### config.mk
export PLATFORM = sky130hd
export DESIGN_NAME = handshake_stage_combine
export DESIGN_NICKNAME = d
export VERILOG_FILES = /design/src/rtl/handshake_stage_combine.sv
export SDC_FILE = /design/constraint.sdc
export NUM_CORES = 1
export LEC_CHECK = 0
export ABC_CLOCK_PERIOD_IN_PS = 1550
export CORE_UTILIZATION = 43
export DETAILED_ROUTE_END_ITERATION = 12
export PLACE_DENSITY_LB_ADDON = 0.2
export SLEW_MARGIN = 25
export SYNTH_ARGS = -nofsm -noshare
export SYNTH_HDL_FRONTEND = slang
export SYNTH_SLANG_ARGS = --single-unit
### constraint.sdc
create_clock -name clk -period 1.55 [get_ports clk]
set_input_delay 0.31 -clock clk [delete_from_list [all_inputs] [get_ports clk]]
set_output_delay 0.31 -clock clk [all_outputs]
set_load 0.05 [all_outputs]
### src/rtl/handshake_stage_combine.sv
// Four-phase req/ack pipeline stage with a small FIFO buffer.
// Unit cell for chaining into handshake FIFOs.
module handshake_stage_combine #(
  parameter int DATA_WIDTH = 3,
  parameter int DEPTH      = 2
) (
  input  logic                  clk,
  input  logic                  rst,
  input  logic                  req_in,
  output logic                  ack_out,
  input  logic [DATA_WIDTH-1:0] data_in,
  output logic                  req_out,
  input  logic                  ack_in,
  output logic [DATA_WIDTH-1:0] data_out
);

  localparam int PW = $clog2(DEPTH);
  localparam int CW = PW + 1;
  localparam logic [CW-1:0] FULL_CNT = CW'(DEPTH);

  typedef enum logic {
    IN_IDLE,
    IN_ACK
  } in_state_t;

  typedef enum logic [1:0] {
    OUT_IDLE,
    OUT_REQ,
    OUT_RTZ
  } out_state_t;

  in_state_t  in_state, in_next;
  out_state_t out_state, out_next;

  logic [DATA_WIDTH-1:0] mem [DEPTH];
  logic [PW-1:0]         wr_ptr;
  logic [PW-1:0]         rd_ptr;
  logic [CW-1:0]         count;

  logic push;
  logic pop;
  logic load;
  logic full;

  // Full is judged on the registered count: no same-edge bypass.
  assign full    = (count == FULL_CNT);
  assign ack_out = (in_state == IN_ACK);
  assign req_out = (out_state == OUT_REQ);

  // Next-state and strobe decode for both handshake FSMs.
  always_comb begin
    in_next  = in_state;
    out_next = out_state;
    push     = 1'b0;
    pop      = 1'b0;
    load     = 1'b0;

    unique case (in_state)
      IN_IDLE: begin
        if (req_in && !full) begin
          push    = 1'b1;
          in_next = IN_ACK;
        end
      end
      IN_ACK: begin
        if (!req_in) begin
          in_next = IN_IDLE;
        end
      end
      default: in_next = IN_IDLE;
    endcase

    unique case (out_state)
      OUT_IDLE: begin
        if (count != '0) begin
          load     = 1'b1;
          out_next = OUT_REQ;
        end
      end
      OUT_REQ: begin
        if (ack_in) begin
          pop      = 1'b1;
          out_next = OUT_RTZ;
        end
      end
      OUT_RTZ: begin
        if (!ack_in) begin
          out_next = OUT_IDLE;
        end
      end
      default: out_next = OUT_IDLE;
    endcase
  end

  // State, pointers, occupancy and the presented word.
  always_ff @(posedge clk) begin
    if (rst) begin
      in_state  <= IN_IDLE;
      out_state <= OUT_IDLE;
      wr_ptr    <= '0;
      rd_ptr    <= '0;
      count     <= '0;
      data_out  <= '0;
    end else begin
      in_state  <= in_next;
      out_state <= out_next;
      if (push) begin
        wr_ptr <= wr_ptr + 1'b1;
      end
      if (pop) begin
        rd_ptr <= rd_ptr + 1'b1;
      end
      unique case ({push, pop})
        2'b10:   count <= count + 1'b1;
        2'b01:   count <= count - 1'b1;
        default: count <= count;
      endcase
      if (load) begin
        data_out <= mem[rd_ptr];
      end
    end
  end

  // Buffer storage; contents are don't-care until written.
  always_ff @(posedge clk) begin
    if (push) begin
      mem[wr_ptr] <= data_in;
    end
  end

endmodule

* Word level (Yosys, flattened, before mapping)
Memories as Yosys holds them, arrays and structs flattened. A register that Yosys moved wholly into a read port is not among the register bits.
Index checks and enable logic that the tools add are counted.
** Operators by class
- Bitwise logic cells :: 1
- $add $sub $neg :: 4
- Equal/unequal tests :: 8
- Reduce and logical (&&, ||, !) cells :: 6
- Mux-type cells :: 15
** Operators by type and width (number)
- $mux 1 :: 9
- $eq 2x2->1 const B :: 3
- $mux 2 :: 3
- $pmux 2 s3 :: 1
- $eq 2x1->1 const B :: 2
- $ne 2x2->1 const B :: 2
- $pmux 2 s2 :: 1
- $reduce_bool 2->1 :: 2
- $reduce_and 3->1 :: 1
- $add 1x1->1 const B :: 2
- $add 2x1->2 const B :: 1
- $logic_not 2->1 :: 1
- $ne 2x1->1 const B :: 1
- $pmux 1 s2 :: 1
- $sub 2x1->2 const B :: 1
- $logic_and 1x1->1 :: 1
- $logic_not 1->1 :: 1
- $not 1->1 :: 1
** Word-level totals
- Memory bits (writable) :: 6
- Bits of input ports :: 7
- Output and inout bits :: 5
- Logic and storage cells :: 40
- Register bits :: 7
- Memories kept :: 1
** Memories
- mem :: words 2, bits a word 3, read ports 1, clocked after memory_dff 1, write ports 1, RTL line 35 : logic [DATA_WIDTH-1:0] mem [DEPTH];

* Logic depth before layout (Yosys ltp)
Gate-level depths: netlist of the first run.
- Word-level depth :: 7
- Mapped depth :: 6
- Gate-level depth less buffers :: 6

* Least setup slack after synthesis of the first run
No wires, ideal clock.
- Path type :: register to register
- Start point :: register in_state (netlist: ack_out)
- End point :: register count[1]
- Required time :: 1479 ps
- Cell stages (with the launch flop) :: 6
- Setup time :: 71 ps
- Buffers on the path :: 0
- Arrival time :: 1659 ps
- Clock period less this slack :: 1730 ps
- Path slack :: -180 ps
- Path through :: dfxtp_1 > nand2b_1 > nand2b_1 > ha_1 > or3_1 > a21oi_1
** Between the ends
- Word-level cells in the longest chain between the ends :: 3
- Elaborated cells on any way between the ends :: 5
- Classes of those cells :: eq/ne (2); mux (2); reduce/logical (1)
** RTL lines
- from (decl) :: RTL line 32 : in_state_t in_state, in_next;
- from (signal assigned) :: RTL line 105 : in_state <= in_next;
- $mux 1 * :: RTL line 58 : unique case (in_state)
- $eq 2x1->1 / $eq 2x2->1 (equally long branches) :: RTL line 113 : unique case ({push, pop})
- $pmux 2 s2 / $reduce_bool 2->1 (equally long branches)
- to (signal assigned) :: RTL line 114 : 2'b10: count <= count + 1'b1;
- to (signal assigned) :: RTL line 115 : 2'b01: count <= count - 1'b1;
- to (signal assigned) :: RTL line 116 : default: count <= count;
- to (decl) :: RTL line 38 : logic [CW-1:0] count;
Every way passes the cells marked *; elsewhere a longest branch is shown, timed or not.
A chain may end at the register's enable or synchronous reset.

* Worst setup path in the final report of the first run
Ends and elaborated chain as after synthesis.

==> run_results.csv, run 1 <==
group,metric,value,unit
status,outcome,"complete, no violations",
global_routing,antenna_found_initial,0,
finish,diodes,0,
timing,min_period_over_period,96.2,%
timing,setup_slack,0.0595,ns
clock_tree,cts_max_level,1,
timing,max_freq,671,MHz
timing,hold_slack,0.480,ns
drt,vias_per_cell,5.22,
floorplan,die_w,40.8,um
global_routing,grt.overflow.total,0,
critical_path,worstSetupStartpoint,"ack_out",
placed_design,gp_congestion,0.754,
synthesis,synth_warnings,0,
timing,finalHoldViolations,0,
power_and_ir_drop,total_power,1.40,mW
critical_path,crit_fanout,3,
drt,wl,1.04,mm
power_and_ir_drop,pwr-share-seq,41.1,%
global_routing,grt_pass1_wl,1.74,mm
critical_path,r2r_cells,5,
floorplan,initial_utilization,48.0,%
floorplan,ios,12,
synthesis,synthMuxAreaShare,4.63,%
critical_path,critical_path_class,"reg2reg",
critical_path,cpMostUsedCell,"nand2b_4",
synthesis,synth_top_family_by_area,"simple AND/OR/NAND/NOR gates",
clock_tree,numCtsBuffers,3,
synthesis,synth_compound_area_share,10.6,%
power_and_ir_drop,p_leak,0.345,nW
finish,final_nets,85,
synthesis,syn_nets,67,
drt,detail-route-antenna-nets,0,
power_and_ir_drop,switching_share,37.5,%
clock_tree,clock_path_buffers,2,
floorplan,die_y,40.8,um
critical_path,arrival,1.70,ns
timing,clock_skew,0.00642,ns
floorplan,dieArea,1670,sq um
clock_tree,clk_latency,0.28,ns
clock_tree,root_buffer,"clkbuf_4",
placed_design,hpwl,774,um
power_and_ir_drop,comb_power_share,43.2,%
timing,tns,0,ns
critical_path,crit_chain,"nand2b_4, nand2b_4, ha_1, or3_1, a21oi_2",
global_routing,track_usage,16.6,%
placed_design,port_buffers,11,
power_and_ir_drop,powerDensity,1630,nW/um^2
flow_run,drv_cap,0,
synthesis,seq_area_frac_synth,58.7,%
timing,finalMaxSlewViolations,0,
placed_design,post-place-ws,-0.394,ns
power_and_ir_drop,intPower,0.875,mW
placed_design,placed_cell_area,817,sq um
drt,vias,475,
finish,fin_area,861,sq um
finish,fin_cells,91,
worst_hold_path,hold_depth,2,
worst_hold_path,whs_endpoint,"ack_out",
clock_tree,path_clk_slew,0.09,ns
critical_path,cp_slowest_cell,"or3_1",
synthesis,synthSimpleGateAreaFrac,14.3,%
timing,worst_pin_slew,0.417,ns
critical_path,r2r_slack,0.06,ns
clock_tree,hold_buffers,0,
synthesis,synth.avg_cell_area,11.0,sq um
power_and_ir_drop,power_switching,0.524,mW
synthesis,synth_seq_cells,16,
floorplan,coreArea,1350,sq um
synthesis,synth_xor_area_share,5.41,%
worst_hold_path,hold_path_class,"in2reg",
critical_path,cp-start-kind,"flop",
worst_hold_path,hp-start,"req_in",
timing,rsz0062_at_grt,"false",
power_and_ir_drop,pwr-share-clk,15.7,%
global_routing,grt_pass1_vias,424,
finish,syn_to_final_growth,32.8,%
synthesis,synthAdderAreaFrac,1.93,%
placed_design,placed_cells,86,
global_routing,grt_max_degree,11,
drt,drt-pass1-iter-count,4,
finish,drive_above_1_share,22.4,%
drt,post-route-drc-count,0,
timing,max_slew_margin,72.1,%
synthesis,syn_inst,59,
drt,wl_per_cell,11.5,um
critical_path,critPathRequiredTime,1.76,ns
timing,timing.final.setup_violations,0,
power_and_ir_drop,peakVddDrop,781,uV
floorplan,fp-row-count,13,
finish,n_fill_cell,122,
finish,post-route-util,63.8,%
synthesis,netlist_area,648,sq um
drt,drt_iter0_drc,7,
synthesis,synthDistinctLibCells,21,
timing,min_period,1.49,ns
clock_tree,cts_tree,"done",
clock_tree,cts.sinks,16,
critical_path,rr_endpoint,"count[1]",
critical_path,reg2reg_from,"ack_out",
critical_path,cp-end-kind,"flop",
critical_path,critical_path.max_stage_delay,0.39,ns
layout by cell type, fill, tap and decap left out:
master,instances
a21oi_1,4
dfxtp_4,1
nor2b_1,2
inv_1,4
buf_4,8
xnor2_1,2
a21oi_2,1
ha_1,1
o21ai_1,1
nor3b_1,1
or2_1,1
nor2_1,6
edfxtp_1,6
dfxtp_1,9
clkinv_1,1
o21ai_0,1
xor2_1,2
dlygate4sd2_1,1
mux2i_1,3
buf_12,2
a22oi_1,1
or3_1,2
nand3b_1,1
nor3_1,1
nand2b_4,2
clkdlybuf4s50_1,5
clkbuf_4,3
a311oi_1,3
nand2b_1,1
logic make-up after synthesis:
| group | after synthesis |
|---|---|
| AOI/OAI and AO/OA | 11 |
| xor gates and xnor gates | 4 |
| adders and majority gates | 1 |
| buffers and inverters | 7 |
| DFF | 16 |
| muxes | 3 |
| and+or+nand+nor | 17 |
worst max-delay path: cells and delay by family (launching register included):
kind / cells / cell delay [ns]
AND/OR/NAND/NOR: 3 / 0.66
flip-flops: 1 / 0.35
adder cells (fa/ha/maj): 1 / 0.30
AO/OA/AOI/OAI: 1 / 0.11
power by group through the flow:
stage / clock, mW / sequential (mW) / combinational, mW
after floorplan: 0 / 0.705 / 0.284
after global placement: 0 / 0.588 / 0.579
after detailed placement: 0 / 0.588 / 0.588
after CTS: 0.228 / 0.578 / 0.590
after global routing: 0.252 / 0.590 / 0.657
final: 0.219 / 0.576 / 0.604
cell usage after synthesis:
library cell	count	area (sq um)
mux2i_1	3	30.0
nand2b_1	3	18.8
or3_1	2	12.5
inv_1	4	15.0
ha_1	1	12.5
nor3_1	1	5.00
nor3b_1	1	7.51
a22oi_1	1	7.51
buf_2	2	10.0
edfxtp_1	6	180
a311oi_1	3	26.3
xor2_1	2	17.5
or2_1	1	6.26
a21oi_1	5	25.0
o21ai_0	2	10.0
dfxtp_1	10	200
nor2b_1	2	12.5
xnor2_1	2	17.5
nor2_1	6	22.5
nand3b_1	1	7.51
clkbuf_1	1	3.75
area by class of cell:
| cell class | count | area [sq um] | area share, % |
|---|---|---|---|
| clock inverter | 1 | 3.75 | 0.436 |
| multi-input combinational | 36 | 258 | 29.9 |
| tap | 15 | 18.8 | 2.18 |
| inverter | 4 | 15.0 | 1.74 |
| timing repair buffer | 16 | 159 | 18.5 |
| clock buffer | 3 | 22.5 | 2.62 |
| sequential | 16 | 384 | 44.6 |
per-layer routing:
metal / track usage [%] / share of wire, %
met5: 0 / 0
met4: 10.0 / 2.5
met3: 4.89 / 4.2
met2: 27.0 / 46
met1: 18.9 / 47
sequential cells by signal (all words and copies together) (netlist names):
| register | flops |
|---|---|
| mem | 6 |
| data_out | 3 |
| count | 2 |
| out_state | 2 |
| ack_out | 1 |
| rd_ptr | 1 |
| wr_ptr | 1 |
worst max-delay path by stage:
stage,endpoint,slack (ns)
6_report,count[1],0.06
3_3_place_gp,count[1],-0.34
5_1_grt,count[1],0.004
4_1_cts,count[1],0.01
2_1_floorplan,count[1],0.01
3_5_place_dp,count[1],-0.39
timing repair:
| action | 4_1_cts | 5_1_grt |
|---|---|---|
| pin swaps | 0 | 2 |
| resized for setup | 1 | 3 |
| endpoints found under the setup margin | 1 | 1 |
| setup buffers | 0 | 1 |
Note: power is estimated with default switching activity, not from simulation.
==> run 2, diff against run 1 <==
Settings changed: CAP_MARGIN from default to 15, SLEW_MARGIN 25 to default.
==> results of run 2 <==
The final DEF is identical to that of run 1; final timing and power are the same.
==> RTL edit: new RTL, flow settings as in run 2 <==
Make the reset (`rst`) asynchronous in one clocked block.
--- a/src/rtl/handshake_stage_combine.sv
+++ b/src/rtl/handshake_stage_combine.sv
@@ -95,3 +95,3 @@
   // State, pointers, occupancy and the presented word.
-  always_ff @(posedge clk) begin
+  always_ff @(posedge clk or posedge rst) begin
     if (rst) begin
Formal check against the unedited RTL: differs if rst is asserted again (counterexample within 4 cycles, from zero or initial values and one cycle with rst high); with rst held inactive, the same outputs for 10 cycles.
==> RTL edit against run 2 <==
  * Die area is 4.2% higher
  * Critical endpoint is now count[1]
  * Routed wire length fell by 14%
  * Area after synthesis is 4.4% higher
  * Sequential cell count did not move
  * Power increased by 44%
  * Clock power barely moved
  * Via count fell by 23%
  * Sequential power grew 29%
  * Design area rose by 6.0%
  * Setup slack improved by 0.094 ns
  * Count of clock-buffer cells in the layout is the same
  * Combinational power is 74% higher
  * Hold slack got worse by 0.19 ns
==> RTL edit: results (changes against run 2) <==
layout:
  n_antenna_cell: 0  # unchanged
  nets: 69  # -19%
  largest-register: "mem"
  drive_gt1_share_pct: 40.0  # +18 points
  top_regs: "mem (6), data_out (3)"
critical_path:
  path_delay_family: "simple AND/OR/NAND/NOR gates"
  slowest_delay_ns: 0.39  # about the same
  crit_path_top_delay_cell: "dfrtp_1"
  crit_fanout: 4  # +1
route:
  wirelength_um: 898  # -14%
  via_per_inst: 4.88  # -6.5%
  drtIter0Drc: 0  # -7
  dr.pass1.iters: 1  # -3
synthesis:
  synth-warning-count: 0  # unchanged
  ys_seq_area_share_pct: 63.6  # +4.9 points
  async_reset_ff_share_pct: 62.5  # +63 points
  ys_top_cells_by_count: "dfrtp_1 (10), edfxtp_1 (6), mux2_2 (6), nor2_1 (5), xnor2_1 (4)"
  synth_flop_cell: "dfrtp_1"
  netlist_top_cells_area: "dfrtp_1 (37%), edfxtp_1 (27%), mux2_2 (10%), xnor2_1 (5.2%), nand3b_4 (3.0%)"
  ys_types: 15  # -29%
  synth_nets: 52  # -22%
  synth-edff-count: 6  # unchanged
clocking:
  h-tree-depth: 1  # unchanged
  cts_setup_buffers: 0  # unchanged
  cts_made_buffers: 3  # unchanged
  clockBufferDepth: 2  # unchanged
  path_clk_slew_ns: 0.09  # about the same
  cts.repair.resized: 0  # -1
  root_buffer: "clkbuf_4"
  insertion_delay_ns: 0.28  # about the same
placed_design:
  place_congestion: 0.643  # -15%
  dpl-instance-area_um2: 886  # +8.4%
  dpl_worst_slack_ns: -0.0554  # +0.339 ns
  io_buffer_count: 11  # unchanged
  place_hpwl_um: 701  # -9.5%
global_routing:
  grt_pass1_vias: 369  # -13%
  grt_max_degree: 11  # unchanged
  grt_util_all_layers_pct: 12.8  # -3.8 points
  antenna_found_initial: 0  # unchanged
  grt_pass1_wl_um: 1580  # -9.1%
outcome:
  status: "complete, no violations"
sta:
  finClkSkew_ns: 0.000592  # -0.00583 ns
  slew-limit-headroom_pct: 75.2  # +3.1 points
power_and_ir_drop:
  ir_worst_vdd_v: 0.00122  # +56%
  p_leak_nw: 0.384  # +11%
min_path:
  hp-class: "primary input to async pin"
RTL edit: cells by family after synthesis:
| family | count (synthesis) | synth area share [%] |
|---|---|---|
| simple gates | 10 | 12.8 |
| xor+xnor | 6 | 7.76 |
| compound gates | 2 | 2.40 |
| flops | 16 | 63.6 |
| fa+ha+maj | 1 | 1.85 |
| mux | 6 | 9.98 |
| buf+inv | 3 | 1.66 |
RTL edit: layout make-up:
cell class	count	area [um2]
sequential	16	430
clock inverter	1	3.75
inverter	3	11.3
tap	15	18.8
timing repair buffer	12	168
clock buffer	3	22.5
fill	90	470
multi-input combinational	25	258
RTL edit: per-stage QoR:
step | hold WS (ns) | cells | power, mW | TNS (ns) | util [%]
floorplan | 0.150 | 44 | 1.41 | 0 | -
global placement | 0.483 | 71 | 1.80 | -0.0327 | 64.1
detailed placement | 0.475 | 71 | 1.81 | -0.134 | 64.1
CTS | 0.298 | 75 | 2.04 | 0 | 66.0
global route | 0.343 | 75 | 2.12 | 0 | 66.0
finish | 0.288 | 75 | 2.01 | 0 | 66.0
RTL edit: path summary, 6_finish.rpt:
check	start	end	slack, ns	cells after the start
max	count[1]	count[1]	0.15	6
min	rst	out_state[0]	0.29	2
max reg2reg	count[1]	count[1]	0.15	6
min reg2reg	count[1]	count[1]	0.50	1
max in group asynchronous	rst	data_out[0]	1.00	2
min in group clk	count[1]	count[1]	0.50	1
RTL edit: power breakdown:
part           switching [mW]  leakage [nW]  internal, mW
Combinational           0.476         0.195         0.577
Clock                   0.126        0.0154        0.0934
Sequential              0.143         0.174         0.600
Total                   0.744         0.384          1.27
RTL edit: per-layer routing:
metal / vias to the layer above / global-route usage (%) / routed length, um
li1: 181 / - / -
met1: 172 / 16.6 / 430
met2: 9 / 17.8 / 411
met3: 4 / 2.61 / 22
met4: 0 / 11.6 / 34
met5: - / 0 / 0
